<file path="src/rtl/lfsr_sched_pkg.sv">
// Shared arbiter types: scheduler FSM encoding and a cyclic round-robin pick.
package lfsr_sched_pkg;

  typedef enum logic [1:0] {
    S_IDLE    = 2'd0,
    S_STEP    = 2'd1,
    S_DELIVER = 2'd2
  } state_t;

  localparam int RR_MAX = 32;
  localparam int RR_IW  = 5;

  typedef struct packed {
    logic             found;
    logic [RR_IW-1:0] idx;
  } rr_pick_t;

  // First set bit of req at or after ptr, wrapping at n (n <= RR_MAX, ptr < n).
  function automatic rr_pick_t rr_pick(input logic [RR_MAX-1:0] req,
                                       input logic [RR_IW-1:0]  ptr,
                                       input int                n);
    rr_pick_t res;
    int       pos;
    res = '0;
    for (int i = 0; i < RR_MAX; i++) begin
      pos = int'(ptr) + i;
      if (pos >= n) begin
        pos = pos - n;
      end
      if (!res.found && (i < n) && req[pos[RR_IW-1:0]]) begin
        res.found = 1'b1;
        res.idx   = pos[RR_IW-1:0];
      end
    end
    return res;
  endfunction

endpackage

</file>
<file path="src/rtl/lfsr3.sv">
// Galois XNOR LFSR, shifting right; a zero LSB injects the tap mask.
// Reset is synchronous, so the state is 0 after any clock edge with i_reset high.
module lfsr3 #(
  parameter int           W = 16,
  parameter logic [W-1:0] K = 16'hb400
) (
  input  logic         i_clk,
  input  logic         i_reset,
  input  logic         i_step,
  output logic [W-1:0] o_state
);

  logic [W-1:0] r_state;

  // LFSR state register with synchronous clear.
  always_ff @(posedge i_clk) begin
    if (i_reset) begin
      r_state <= '0;
    end else if (i_step) begin
      r_state <= {1'b0, r_state[W-1:1]} ^ ({W{~r_state[0]}} & K);
    end else begin
      r_state <= r_state;
    end
  end

  assign o_state = r_state;

endmodule

</file>
<file path="src/rtl/lfsr_sched.sv">
// Round-robin scheduler sharing one lfsr3 among N requesters: each grant steps
// the LFSR GAP times, then strobes one word to the granted requester.
module lfsr_sched
  import lfsr_sched_pkg::*;
#(
  parameter int           N   = 4,
  parameter int           W   = 16,
  parameter logic [W-1:0] K   = 16'hb400,
  parameter int           GAP = 4
) (
  input  logic         i_clk,
  input  logic         i_reset,
  input  logic [N-1:0] i_req,
  input  logic         i_freerun,
  output logic [N-1:0] o_gnt,
  output logic         o_valid,
  output logic [W-1:0] o_data,
  output logic         o_busy
);

  localparam int CW = $clog2(GAP + 1);

  state_t              r_state;
  logic [RR_IW-1:0]    r_ptr;
  logic [RR_IW-1:0]    r_idx;
  logic [CW-1:0]       r_cnt;
  logic [N-1:0]        r_gnt;
  logic                r_valid;
  logic [W-1:0]        r_data;
  logic                r_busy;

  logic [RR_MAX-1:0]   w_req_ext;
  rr_pick_t            w_pick;
  logic [N-1:0]        w_onehot;
  logic [RR_IW-1:0]    w_idx_next;
  logic                w_step;
  logic [W-1:0]        w_lfsr;

  // Arbitration and LFSR step control; the step is suppressed during reset.
  always_comb begin
    w_req_ext  = {{(RR_MAX-N){1'b0}}, i_req};
    w_pick     = rr_pick(w_req_ext, r_ptr, N);
    w_onehot   = {{(N-1){1'b0}}, 1'b1} << w_pick.idx;
    w_idx_next = (r_idx == RR_IW'(N-1)) ? {RR_IW{1'b0}} : r_idx + RR_IW'(1);
    case (r_state)
      S_IDLE:    w_step = i_freerun & ~(|i_req);
      S_STEP:    w_step = 1'b1;
      S_DELIVER: w_step = 1'b0;
      default:   w_step = 1'b0;
    endcase
    if (i_reset) begin
      w_step = 1'b0;
    end else begin
      w_step = w_step;
    end
  end

  // Scheduler FSM; o_gnt/o_busy stay up through the o_valid cycle.
  always_ff @(posedge i_clk or posedge i_reset) begin
    if (i_reset) begin
      r_state <= S_IDLE;
      r_ptr   <= '0;
      r_idx   <= '0;
      r_cnt   <= '0;
      r_gnt   <= '0;
      r_valid <= 1'b0;
      r_data  <= '0;
      r_busy  <= 1'b0;
    end else begin
      r_valid <= 1'b0;
      case (r_state)
        S_IDLE: begin
          if (w_pick.found) begin
            r_gnt   <= w_onehot;
            r_idx   <= w_pick.idx;
            r_cnt   <= '0;
            r_busy  <= 1'b1;
            r_state <= S_STEP;
          end else begin
            r_gnt   <= '0;
            r_busy  <= 1'b0;
          end
        end
        S_STEP: begin
          if (!w_req_ext[r_idx]) begin
            r_gnt   <= '0;
            r_busy  <= 1'b0;
            r_ptr   <= w_idx_next;
            r_state <= S_IDLE;
          end else if (r_cnt == CW'(GAP - 1)) begin
            r_state <= S_DELIVER;
          end else begin
            r_cnt   <= r_cnt + CW'(1);
          end
        end
        S_DELIVER: begin
          r_valid <= 1'b1;
          r_data  <= w_lfsr;
          r_ptr   <= w_idx_next;
          r_state <= S_IDLE;
        end
        default: begin
          r_gnt   <= '0;
          r_busy  <= 1'b0;
          r_state <= S_IDLE;
        end
      endcase
    end
  end

  lfsr3 #(
    .W (W),
    .K (K)
  ) u_lfsr (
    .i_clk   (i_clk),
    .i_reset (i_reset),
    .i_step  (w_step),
    .o_state (w_lfsr)
  );

  assign o_gnt   = r_gnt;
  assign o_valid = r_valid;
  assign o_data  = r_data;
  assign o_busy  = r_busy;

endmodule
</file>
<file path="config.mk">
export PLATFORM = sky130hd
export DESIGN_NAME = lfsr_sched
export DESIGN_NICKNAME = d
export VERILOG_FILES = /design/src/rtl/lfsr_sched_pkg.sv /design/src/rtl/lfsr3.sv /design/src/rtl/lfsr_sched.sv
export SDC_FILE = /design/constraint.sdc
export NUM_CORES = 1
export LEC_CHECK = 0
export CAP_MARGIN = 20
export CORE_ASPECT_RATIO = 1.75
export CORE_UTILIZATION = 57
export CTS_CLUSTER_SIZE = 28
export DETAILED_ROUTE_END_ITERATION = 7
export PLACE_DENSITY = 0.8
export SLEW_MARGIN = 20
export SYNTH_ARGS = -nofsm -noshare
export SYNTH_HDL_FRONTEND = slang
export SYNTH_SLANG_ARGS = --single-unit
</file>
<file path="constraint.sdc">
create_clock -name i_clk -period 7.7 [get_ports i_clk]
set_clock_uncertainty 0.1 [all_clocks]
set_input_delay 1.54 -clock i_clk [delete_from_list [all_inputs] [get_ports i_clk]]
set_output_delay 1.54 -clock i_clk [all_outputs]
set_load 0.005 [all_outputs]
</file>
==> results.yml, run 1 <==
finish:
  fin_nets: 329
  antenna_cells: 0
  layout-drive-gt1-share_pct: 13.8
  final_common_cell: "dfrtp_1"
  final_cell_mix: "dfrtp_1, nor2_1, clkdlybuf4s50_1"
  syn_to_final_growth_pct: 15.0
  layout.cells.non_filler: 359
power:
  power.density_nw_per_um2: 367
  p_clk_share_pct: 17.6
  pwr-share-seq_pct: 33.4
  power.leakage_uw: 0.00153
  p_int_uw: 763
  switching_share_pct: 38.5
  combPwrFrac_pct: 49.0
  ir_drop_v: 0.000313
  switching_power_uw: 478
route:
  drtPass1Iterations: 4
  ant_nets: 0
  initialDrtViolationCount: 54
  num_vias: 2103
  drt_wl_total_um: 5660
  wl_per_cell_um: 15.8
  drc: 0
  viasPerCell: 5.86
yosys:
  synthFlopType: "dfrtp_1"
  synth_top_area_share_pct: 31.5
  yosysUniqueCellTypes: 52
  yosys.area.top_type: "dfrtp_1"
  syn_nets: 304
  syn_area_per_cell_um2: 10.5
  ys_warn_count: 0
  syn_area_um2: 2940
  ys_ff_latch: 53
  yosysSeqAreaShare_pct: 42.5
  synth_area_leaders: "dfrtp_1, dfxtp_1, ha_1"
  synth-edff-count: 0
  synthCells: 279
  synthArstFlopShare_pct: 69.8
place:
  dp_slack_ns: 3.69
  numPortBuffers: 28
  dp_hpwl_um: 4210
  place_congestion: 0.888
  dp.cells: 351
setup_path:
  slowest_stage: "dfrtp_1"
  worstPathCellList: "inv_1 > ha_1 > a21oi_1 > xnor2_1 > ha_1 > xor2_1 > nor2_1 > nor4b_1 > a2111oi_4 > nor4_1 > nor3_1 > mux2_2"
  slowest_delay_ns: 0.67
  critPathKind: "register to register"
  cp_max_fo: 13
  path_common_cell: "ha_1"
  required_ns: 7.79
  start_kind: "register"
  crit_buf_inv: 1
  crit_arrival_ns: 4.00
  path_delay_family: "simple AND/OR/NAND/NOR gates"
  crit_path_end_kind: "register"
die:
  fp.dieW_um: 56.2
  die_h_um: 96.9
  start_util_pct: 59.0
  boundaryPins: 29
  rows: 34
  core_um2: 4980
  die_area_um2: 5450
clock_network:
  clkLatencyLatePin_ns: 0.30
  cts_made_buffers: 5
  clkTransAtPathRegs_ns: 0.10
  cts_buffer_depth: 2
  cts-resized-gates: 0
  clock-sinks: 53
  cts_root_buf: "clkbuf_8"
  cts.htree.levels: 2
  post_cts_buffers: 0
  cts_tree: "yes"
  hold_buffers: 0
sta:
  worst_slew_pin_slew_ns: 1.01
  maxSlewViolCount: 0
  rsz0062_at_grt: "no"
  fin_crit_sh_pct: 50.7
  setup_violations: 0
  relSlewSlack_pct: 32.9
  max_freq_mhz: 256
  hold_viol_final: 0
  period_needed_ns: 3.90
  fin_ws_ns: 3.80
  hold_slack_ns: 0.384
  finalSetupTns_ns: 0
global_route:
  grt_max_degree: 34
  grt_pass1_vias: 2231
  grt_overflow: 0
  grt_usage_pct: 22.6
  grt_pass1_wl_um: 9830
  grt_antenna_before_repair: 0
worst_hold_path:
  worstHoldPathType: "register to register"
outcome:
  run_status: "finished, final reports clean"
flow_run:
  maxCapViolCount: 0
## synth_stat cells (2+ instances only)
master	number
or3_1	2
a21oi_1	8
inv_1	13
nand2_1	20
xor2_1	3
a211oi_1	3
nand3_1	6
o21ai_0	6
o31ai_1	2
buf_4	2
a31oi_1	2
mux4_2	4
or2_2	3
nand2b_1	3
nor3_1	7
nor4_1	3
nor2_1	30
dfxtp_1	16
dfrtp_1	37
mux2i_1	20
mux2_2	19
ha_1	18
xnor2_1	11
buf_1	2
and3_1	2
a41o_1	2
and2_1	3
a32oi_1	2
nand3b_1	2
clkbuf_1	6
## worst min-delay path: stages, from the launching register on
cell     delay [ns]
dfrtp_1        0.35
nand2_1        0.05
nand2_1        0.06
## metal layers
metal,global-route usage (%),wire length (µm),vias up
li1,-,-,1029
met1,24.0,2240,1018
met2,41.7,3060,41
met3,2.54,121,15
met4,12.9,238,0
met5,0,0,-
## path summary, 6_finish.rpt
path                                      startpoint                     end  slack (ns)  depth (start not counted)
worst max register to register  r_ptr[1]$_DFFE_PP0P_    r_idx[0]$_DFFE_PP0P_        3.80                         12
worst min-delay path              o_busy$_DFFE_PP0P_      o_busy$_DFFE_PP0P_        0.38                          2
max in group asynchronous                    i_reset  o_data[13]$_DFFE_PP0P_        5.04                          3
worst max-delay path            r_ptr[1]$_DFFE_PP0P_    r_idx[0]$_DFFE_PP0P_        3.80                         12
min in group asynchronous                    i_reset    r_ptr[2]$_DFFE_PP0P_        1.79                          2
worst min register to register    o_busy$_DFFE_PP0P_      o_busy$_DFFE_PP0P_        0.38                          2
## flip-flops by register name (all words and copies together) (netlist names)
| signal | flops |
|---|---|
| o_busy | 1 |
| o_data | 16 |
| o_gnt | 4 |
| o_valid | 1 |
| r_cnt | 3 |
| r_idx | 5 |
| r_ptr | 5 |
| r_state | 2 |
| u_lfsr.o_state | 16 |
## power groups by stage
stage / Clock [µW] / Combinational [µW] / Sequential (µW)
after CTS: 225 / 613 / 415
after detailed placement: 0 / 606 / 420
after global routing: 235 / 675 / 426
after floorplan: 0 / 469 / 390
final: 218 / 608 / 414
after global placement: 0 / 594 / 417
## per-stage QoR
step                      utilization, %  cell area [µm²]  total power [µW]
after global placement              65.1             3240              1010
after floorplan                        -             2940               859
after detailed placement            65.1             3240              1030
after CTS                           67.8             3380              1250
after global routing                67.8             3380              1340
final                               67.8             3380              1240
## cell families after synthesis
group	synth area share, %
compound gates	9.80
buf+inv	3.88
xor+xnor	4.99
flops	42.5
simple gates	14.0
mux	17.2
fa+ha+maj	7.67
## final cells by class
cell class                      count  area [µm²]
Clock buffer                        5        68.8
Tap cell                           54        67.6
Fill cell                         384        1600
Clock inverter                      3        68.8
Inverter                           14        52.6
Sequential cell                    53        1250
Timing Repair Buffer               30         295
Multi-Input combinational cell    200        1580
Power figures use the tool's default switching activity.
==> run 2: changes to the inputs <==
--- a/config.mk
+++ b/config.mk
@@ -7,10 +7,10 @@
 export LEC_CHECK = 0
 export CAP_MARGIN = 20
 export CORE_ASPECT_RATIO = 1.75
-export CORE_UTILIZATION = 57
+export CORE_UTILIZATION = 51
 export CTS_CLUSTER_SIZE = 28
 export DETAILED_ROUTE_END_ITERATION = 7
-export PLACE_DENSITY = 0.8
+export PLACE_DENSITY = 0.75
 export SLEW_MARGIN = 20
 export SYNTH_ARGS = -nofsm -noshare
 export SYNTH_HDL_FRONTEND = slang
==> constraint.sdc (replaced) <==
create_clock -name i_clk -period 3.46 [get_ports i_clk]
set_clock_uncertainty 0.1 [all_clocks]
set_input_delay 0.692 -clock i_clk [delete_from_list [all_inputs] [get_ports i_clk]]
set_output_delay 0.692 -clock i_clk [all_outputs]
set_load 0.005 [all_outputs]
==> results.yml, run 2 (synthesis gave the netlist of run 1 again) <==
sta:
  max_freq_mhz: 303
  relSlewSlack_pct: 58.4
  hold_slack_ns: 0.398
  fin_crit_sh_pct: 95.3
  rsz0062_at_grt: "yes"
  maxSlewViolCount: 0
  hold_viol_final: 0
  period_needed_ns: 3.30
  setup_violations: 0
  worst_slew_pin_slew_ns: 0.623
power:
  power.leakage_uw: 0.00160
  p_total_uw: 2930
  power.density_nw_per_um2: 825
  ir_drop_v: 0.000646
route:
  ant_nets: 0
  initialDrtViolationCount: 90
  drt_wl_total_um: 6320
  viasPerCell: 5.63
  num_vias: 2214
  drtPass1Iterations: 4
  drc: 0
  wl_per_cell_um: 16.1
finish:
  design_area_um2: 3550
  layout.cells.non_filler: 393
  final_cell_mix: "dfrtp_1, nor2_1, clkdlybuf4s50_1"
  fin_nets: 341
  final_common_cell: "dfrtp_1"
  syn_to_final_growth_pct: 20.8
  layout-drive-gt1-share_pct: 19.9
  antenna_cells: 0
setup_path:
  r2r_slack_ns: 0.16
  start_kind: "register"
  critPathKind: "register to register"
  required_ns: 3.58
  crit_path_end_kind: "register"
  cp_max_fo: 4
  crit_arrival_ns: 3.42
outcome:
  run_status: "finished, final reports clean"
global_route:
  grt_usage_pct: 22.5
  grt_pass1_vias: 2301
  grt_overflow: 0
  grt_antenna_before_repair: 0
  grt_max_degree: 28
  grt_pass1_wl_um: 10300
die:
  start_util_pct: 53.0
  fp.dieW_um: 59.4
  boundaryPins: 29
  core_um2: 5540
  rows: 36
  die_h_um: 102
  die_area_um2: 6080
place:
  place_congestion: 0.941
  numPortBuffers: 28
  dp_hpwl_um: 4640
  dp.cells: 385
  placed_cell_area_um2: 3370
clock_network:
  cts_tree: "yes"
  cts_made_buffers: 5
  clock-sinks: 53
  cts.htree.levels: 2
  cts_buffer_depth: 2
  hold_buffers: 0
  cts_root_buf: "clkbuf_8"
  clkLatencyLatePin_ns: 0.30
  clkTransAtPathRegs_ns: 0.10
flow_run:
  maxCapViolCount: 0
worst_hold_path:
  worstHoldPathType: "register to register"
-- run 2: area by class of cell --
type | count | area, µm²
sequential | 53 | 1250
multi-input combinational | 200 | 1620
tap | 76 | 95.1
inverter | 14 | 52.6
clock inverter | 3 | 68.8
clock buffer | 5 | 68.8
timing repair buffer | 42 | 398
fill | 461 | 1990
-- run 2: power breakdown --
group	switching [µW]	total (µW)	internal [µW]
Clock	208	500	291
Sequential	121	880	759
Combinational	811	1550	736
-- run 2: what timing repair did --
item	4_1_cts	5_1_grt
pin swaps	0	3
endpoints found under the hold margin	0	0
setup endpoints to repair	2	14
buffers inserted	0	0
resized for setup	2	7
-- run 2: worst max-delay path: stages, from the launching register on --
cell and delay [ns]:
dfrtp_1 0.42, inv_2 0.08, ha_1 0.22, a21oi_2 0.19, xnor2_2 0.17, ha_2 0.24, nand2_1 0.09, or4_4 0.53
a2111oi_4 0.43, a211oi_2 0.14, or3_4 0.41, o31ai_2 0.21
-- run 2: per-stage QoR --
step	util, %	setup WS [ns]	TNS [ns]
floorplan	-	0.0295	0
global placement	60.8	0.130	0
detailed placement	60.8	0.0178	0
CTS	63.5	0.0104	0
global route	64.0	-0.000853	-0.000853
finish	64.0	0.162	0
-- run 2: final timing paths --
check,from,depth (start not counted),end
setup / recovery,r_ptr[1]$_DFFE_PP0P_,11,o_gnt[3]$_DFFE_PP0P_
hold / removal,o_busy$_DFFE_PP0P_,2,o_busy$_DFFE_PP0P_
setup reg to reg,r_ptr[1]$_DFFE_PP0P_,11,o_gnt[3]$_DFFE_PP0P_
hold reg to reg,o_busy$_DFFE_PP0P_,2,o_busy$_DFFE_PP0P_
max in group asynchronous,i_reset,3,o_data[14]$_DFFE_PP0P_
min in group asynchronous,i_reset,2,o_data[4]$_DFFE_PP0P_
-- run 2: layer usage --
layer | part of all wire (%) | global-route usage [%]
met1 | 38 | 22.0
met2 | 56 | 42.4
met3 | 2.1 | 2.91
met4 | 4.4 | 14.1
met5 | 0 | 0
==> run 3: changes to the inputs <==
--- a/config.mk
+++ b/config.mk
@@ -7,11 +7,12 @@
 export LEC_CHECK = 0
 export CAP_MARGIN = 20
 export CORE_ASPECT_RATIO = 1.75
-export CORE_UTILIZATION = 51
+export CORE_UTILIZATION = 52
 export CTS_CLUSTER_SIZE = 28
 export DETAILED_ROUTE_END_ITERATION = 7
-export PLACE_DENSITY = 0.75
-export SLEW_MARGIN = 20
+export PLACE_DENSITY = 0.77
+export SLEW_MARGIN = 30
 export SYNTH_ARGS = -nofsm -noshare
 export SYNTH_HDL_FRONTEND = slang
+export SYNTH_HIERARCHICAL = 1
 export SYNTH_SLANG_ARGS = --single-unit
==> results.yml, run 3 <==
clock_network:
  post_cts_buffers: 0
  hold_buffers: 0
  cts.htree.levels: 2
  clkLatencyLatePin_ns: 0.31
  cts_root_buf: "clkbuf_8"
  clock-sinks: 53
  cts_made_buffers: 5
  clkTransAtPathRegs_ns: 0.09
  cts_buffer_depth: 2
  cts_tree: "yes"
sta:
  max_freq_mhz: 315
  hold_viol_final: 0
  rsz0062_at_grt: "no"
  maxSlewViolCount: 0
  fin_ws_ns: 0.285
  relSlewSlack_pct: 49.6
  setup_violations: 0
  period_needed_ns: 3.18
  worst_slew_pin_slew_ns: 0.754
  fin_crit_sh_pct: 91.8
  finalSetupTns_ns: 0
setup_path:
  r2r_start: "r_ptr[0]$_DFFE_PP0P_"
  crit_path_end_kind: "register"
  required_ns: 3.62
  rr_worst_depth: 12
  critPathKind: "register to register"
  crit_arrival_ns: 3.33
  start_kind: "register"
  cp_max_fo: 6
  reg2reg_to: "o_gnt[2]$_DFFE_PP0P_"
  r2r_slack_ns: 0.28
finish:
  syn_to_final_growth_pct: 15.2
  fin_nets: 329
  antenna_cells: 0
  fillCellCount: 469
  final_common_cell: "dfrtp_1"
  layout-drive-gt1-share_pct: 16.4
  final_cell_mix: "dfrtp_1, clkdlybuf4s50_1, nor2_1"
outcome:
  run_status: "finished, final reports clean"
yosys:
  synth_area_leaders: "dfrtp_1, dfxtp_1, ha_1"
  syn_area_per_cell_um2: 11.0
  yosys.area.top_type: "dfrtp_1"
  syn_nets: 296
  ys_top_cells_by_count: "dfrtp_1, nor2_1, ha_1"
  synth-edff-count: 0
  synthArstFlopShare_pct: 69.8
  synth_top_area_share_pct: 31.1
  synthFlopType: "dfrtp_1"
  synthMostInstantiatedCell: "dfrtp_1"
  syn_area_um2: 2980
  ys_warn_count: 6
  synthCells: 271
  yosysSeqAreaShare_pct: 41.8
  ys_ff_latch: 53
  yosysUniqueCellTypes: 57
power:
  power.leakage_uw: 0.00152
  power.density_nw_per_um2: 285
  ir_drop_v: 0.000372
global_route:
  grt_usage_pct: 21.9
  grt_max_degree: 21
  grt_overflow: 0
  grt_pass1_wl_um: 9780
  grt_antenna_before_repair: 0
  grt_pass1_vias: 2155
route:
  num_vias: 2105
  drt_wl_total_um: 5750
  viasPerCell: 5.52
  ant_nets: 0
  wl_per_cell_um: 15.1
  drtPass1Iterations: 4
  initialDrtViolationCount: 80
  drc: 0
die:
  rows: 36
  boundaryPins: 29
  fp.dieW_um: 59.2
  die_h_um: 102
  start_util_pct: 53.8
  die_area_um2: 6050
  core_um2: 5540
place:
  place_congestion: 0.923
  numPortBuffers: 28
  dp_slack_ns: 0.285
  dp_hpwl_um: 4430
worst_hold_path:
  min_from: "u_lfsr/o_state[12]$_SDFFE_PP0P_"
  holdPathEnd: "u_lfsr/o_state[12]$_SDFFE_PP0P_"
  min_path_cells: 2
  worstHoldPathType: "register to register"
flow_run:
  maxCapViolCount: 0
## run 3: changes by cell type after synthesis, sizes merged, moves of 4 or more
cell	delta
a22o	+6
clkbuf	-4
mux2i	-6
nand2	-6
nor2	-4
nor2b	+4
## run 3: worst max-delay path, cell delays in order (launching register included)
cell       delay [ns]
dfrtp_1          0.38
inv_1            0.19
ha_1             0.31
xor2_1           0.31
ha_1             0.25
xor2_1           0.22
xnor2_1          0.14
nor3_1           0.06
a31oi_1          0.21
a41o_1           0.22
nand2_2          0.08
a2111oi_4        0.44
a22o_1           0.20
## run 3: stage by stage
step | hold WS (ns) | instance area (µm²) | util (%) | cells | total power (µW)
after global placement | 0.388 | 3350 | 60.5 | 373 | 664
after global routing | 0.430 | 3430 | 61.9 | 381 | 1020
after floorplan | 0.369 | 2980 | - | 271 | 648
after detailed placement | 0.389 | 3350 | 60.5 | 373 | 665
final | 0.400 | 3430 | 61.9 | 381 | 980
after CTS | 0.404 | 3430 | 61.9 | 381 | 999
## run 3: cell families (layout without fill, tap and decap cells)
group | count (synthesis) | after routing | share of synthesized area [%]
xor gates and xnor gates | 17 | 17 | 5.50
and+or+nand+nor | 76 | 76 | 12.7
muxes | 37 | 37 | 14.5
AOI/OAI and AO/OA | 45 | 45 | 13.3
DFF | 53 | 53 | 41.8
adders and majority gates | 18 | 18 | 7.56
buffers and inverters | 25 | 59 | 4.66
## run 3: area by class of cell
cell class / count / area [µm²] / share of cell area (%)
repair buffers: 36 / 353 / 10.3
flip-flops and latches: 53 / 1250 / 36.3
inverters: 15 / 56.3 / 1.64
clock buffers: 8 / 80.1 / 2.33
multi-input cells: 193 / 1600 / 46.6
well taps: 76 / 95.1 / 2.77
## run 3: worst max path at each step
stage | start | endpoint | slack (ns) | cells after the start
after floorplan | r_ptr[1]$_DFFE_PP0P_ | o_gnt[2]$_DFFE_PP0P_ | 0.48 | 13
after global placement | r_ptr[2]$_DFFE_PP0P_ | o_gnt[2]$_DFFE_PP0P_ | 0.33 | 12
after detailed placement | r_ptr[2]$_DFFE_PP0P_ | o_gnt[0]$_DFFE_PP0P_ | 0.29 | 12
after CTS | r_ptr[2]$_DFFE_PP0P_ | o_gnt[2]$_DFFE_PP0P_ | 0.25 | 12
after global routing | r_ptr[0]$_DFFE_PP0P_ | o_gnt[0]$_DFFE_PP0P_ | 0.02 | 12
final | r_ptr[0]$_DFFE_PP0P_ | o_gnt[2]$_DFFE_PP0P_ | 0.28 | 12
## run 3: power by group
part	internal (µW)	switching, µW	total (µW)
combinational	14.0	20.0	34.0
sequential	616	0.472	617
clock	144	185	329
total	774	205	980
## run 3: layer usage
metal  up-vias  routed length, µm  GRT usage, %
met5         -                  0             0
met4         0                276          13.2
met3        20                176          3.67
met2        41               3200          41.4
met1      1019               2100          21.2
li1       1025                  -             -
## run 3: timing repair
action | in CTS | in global routing
endpoints found under the setup margin | 0 | 4
resized for setup | 0 | 1
hold endpoints to repair | 0 | 0
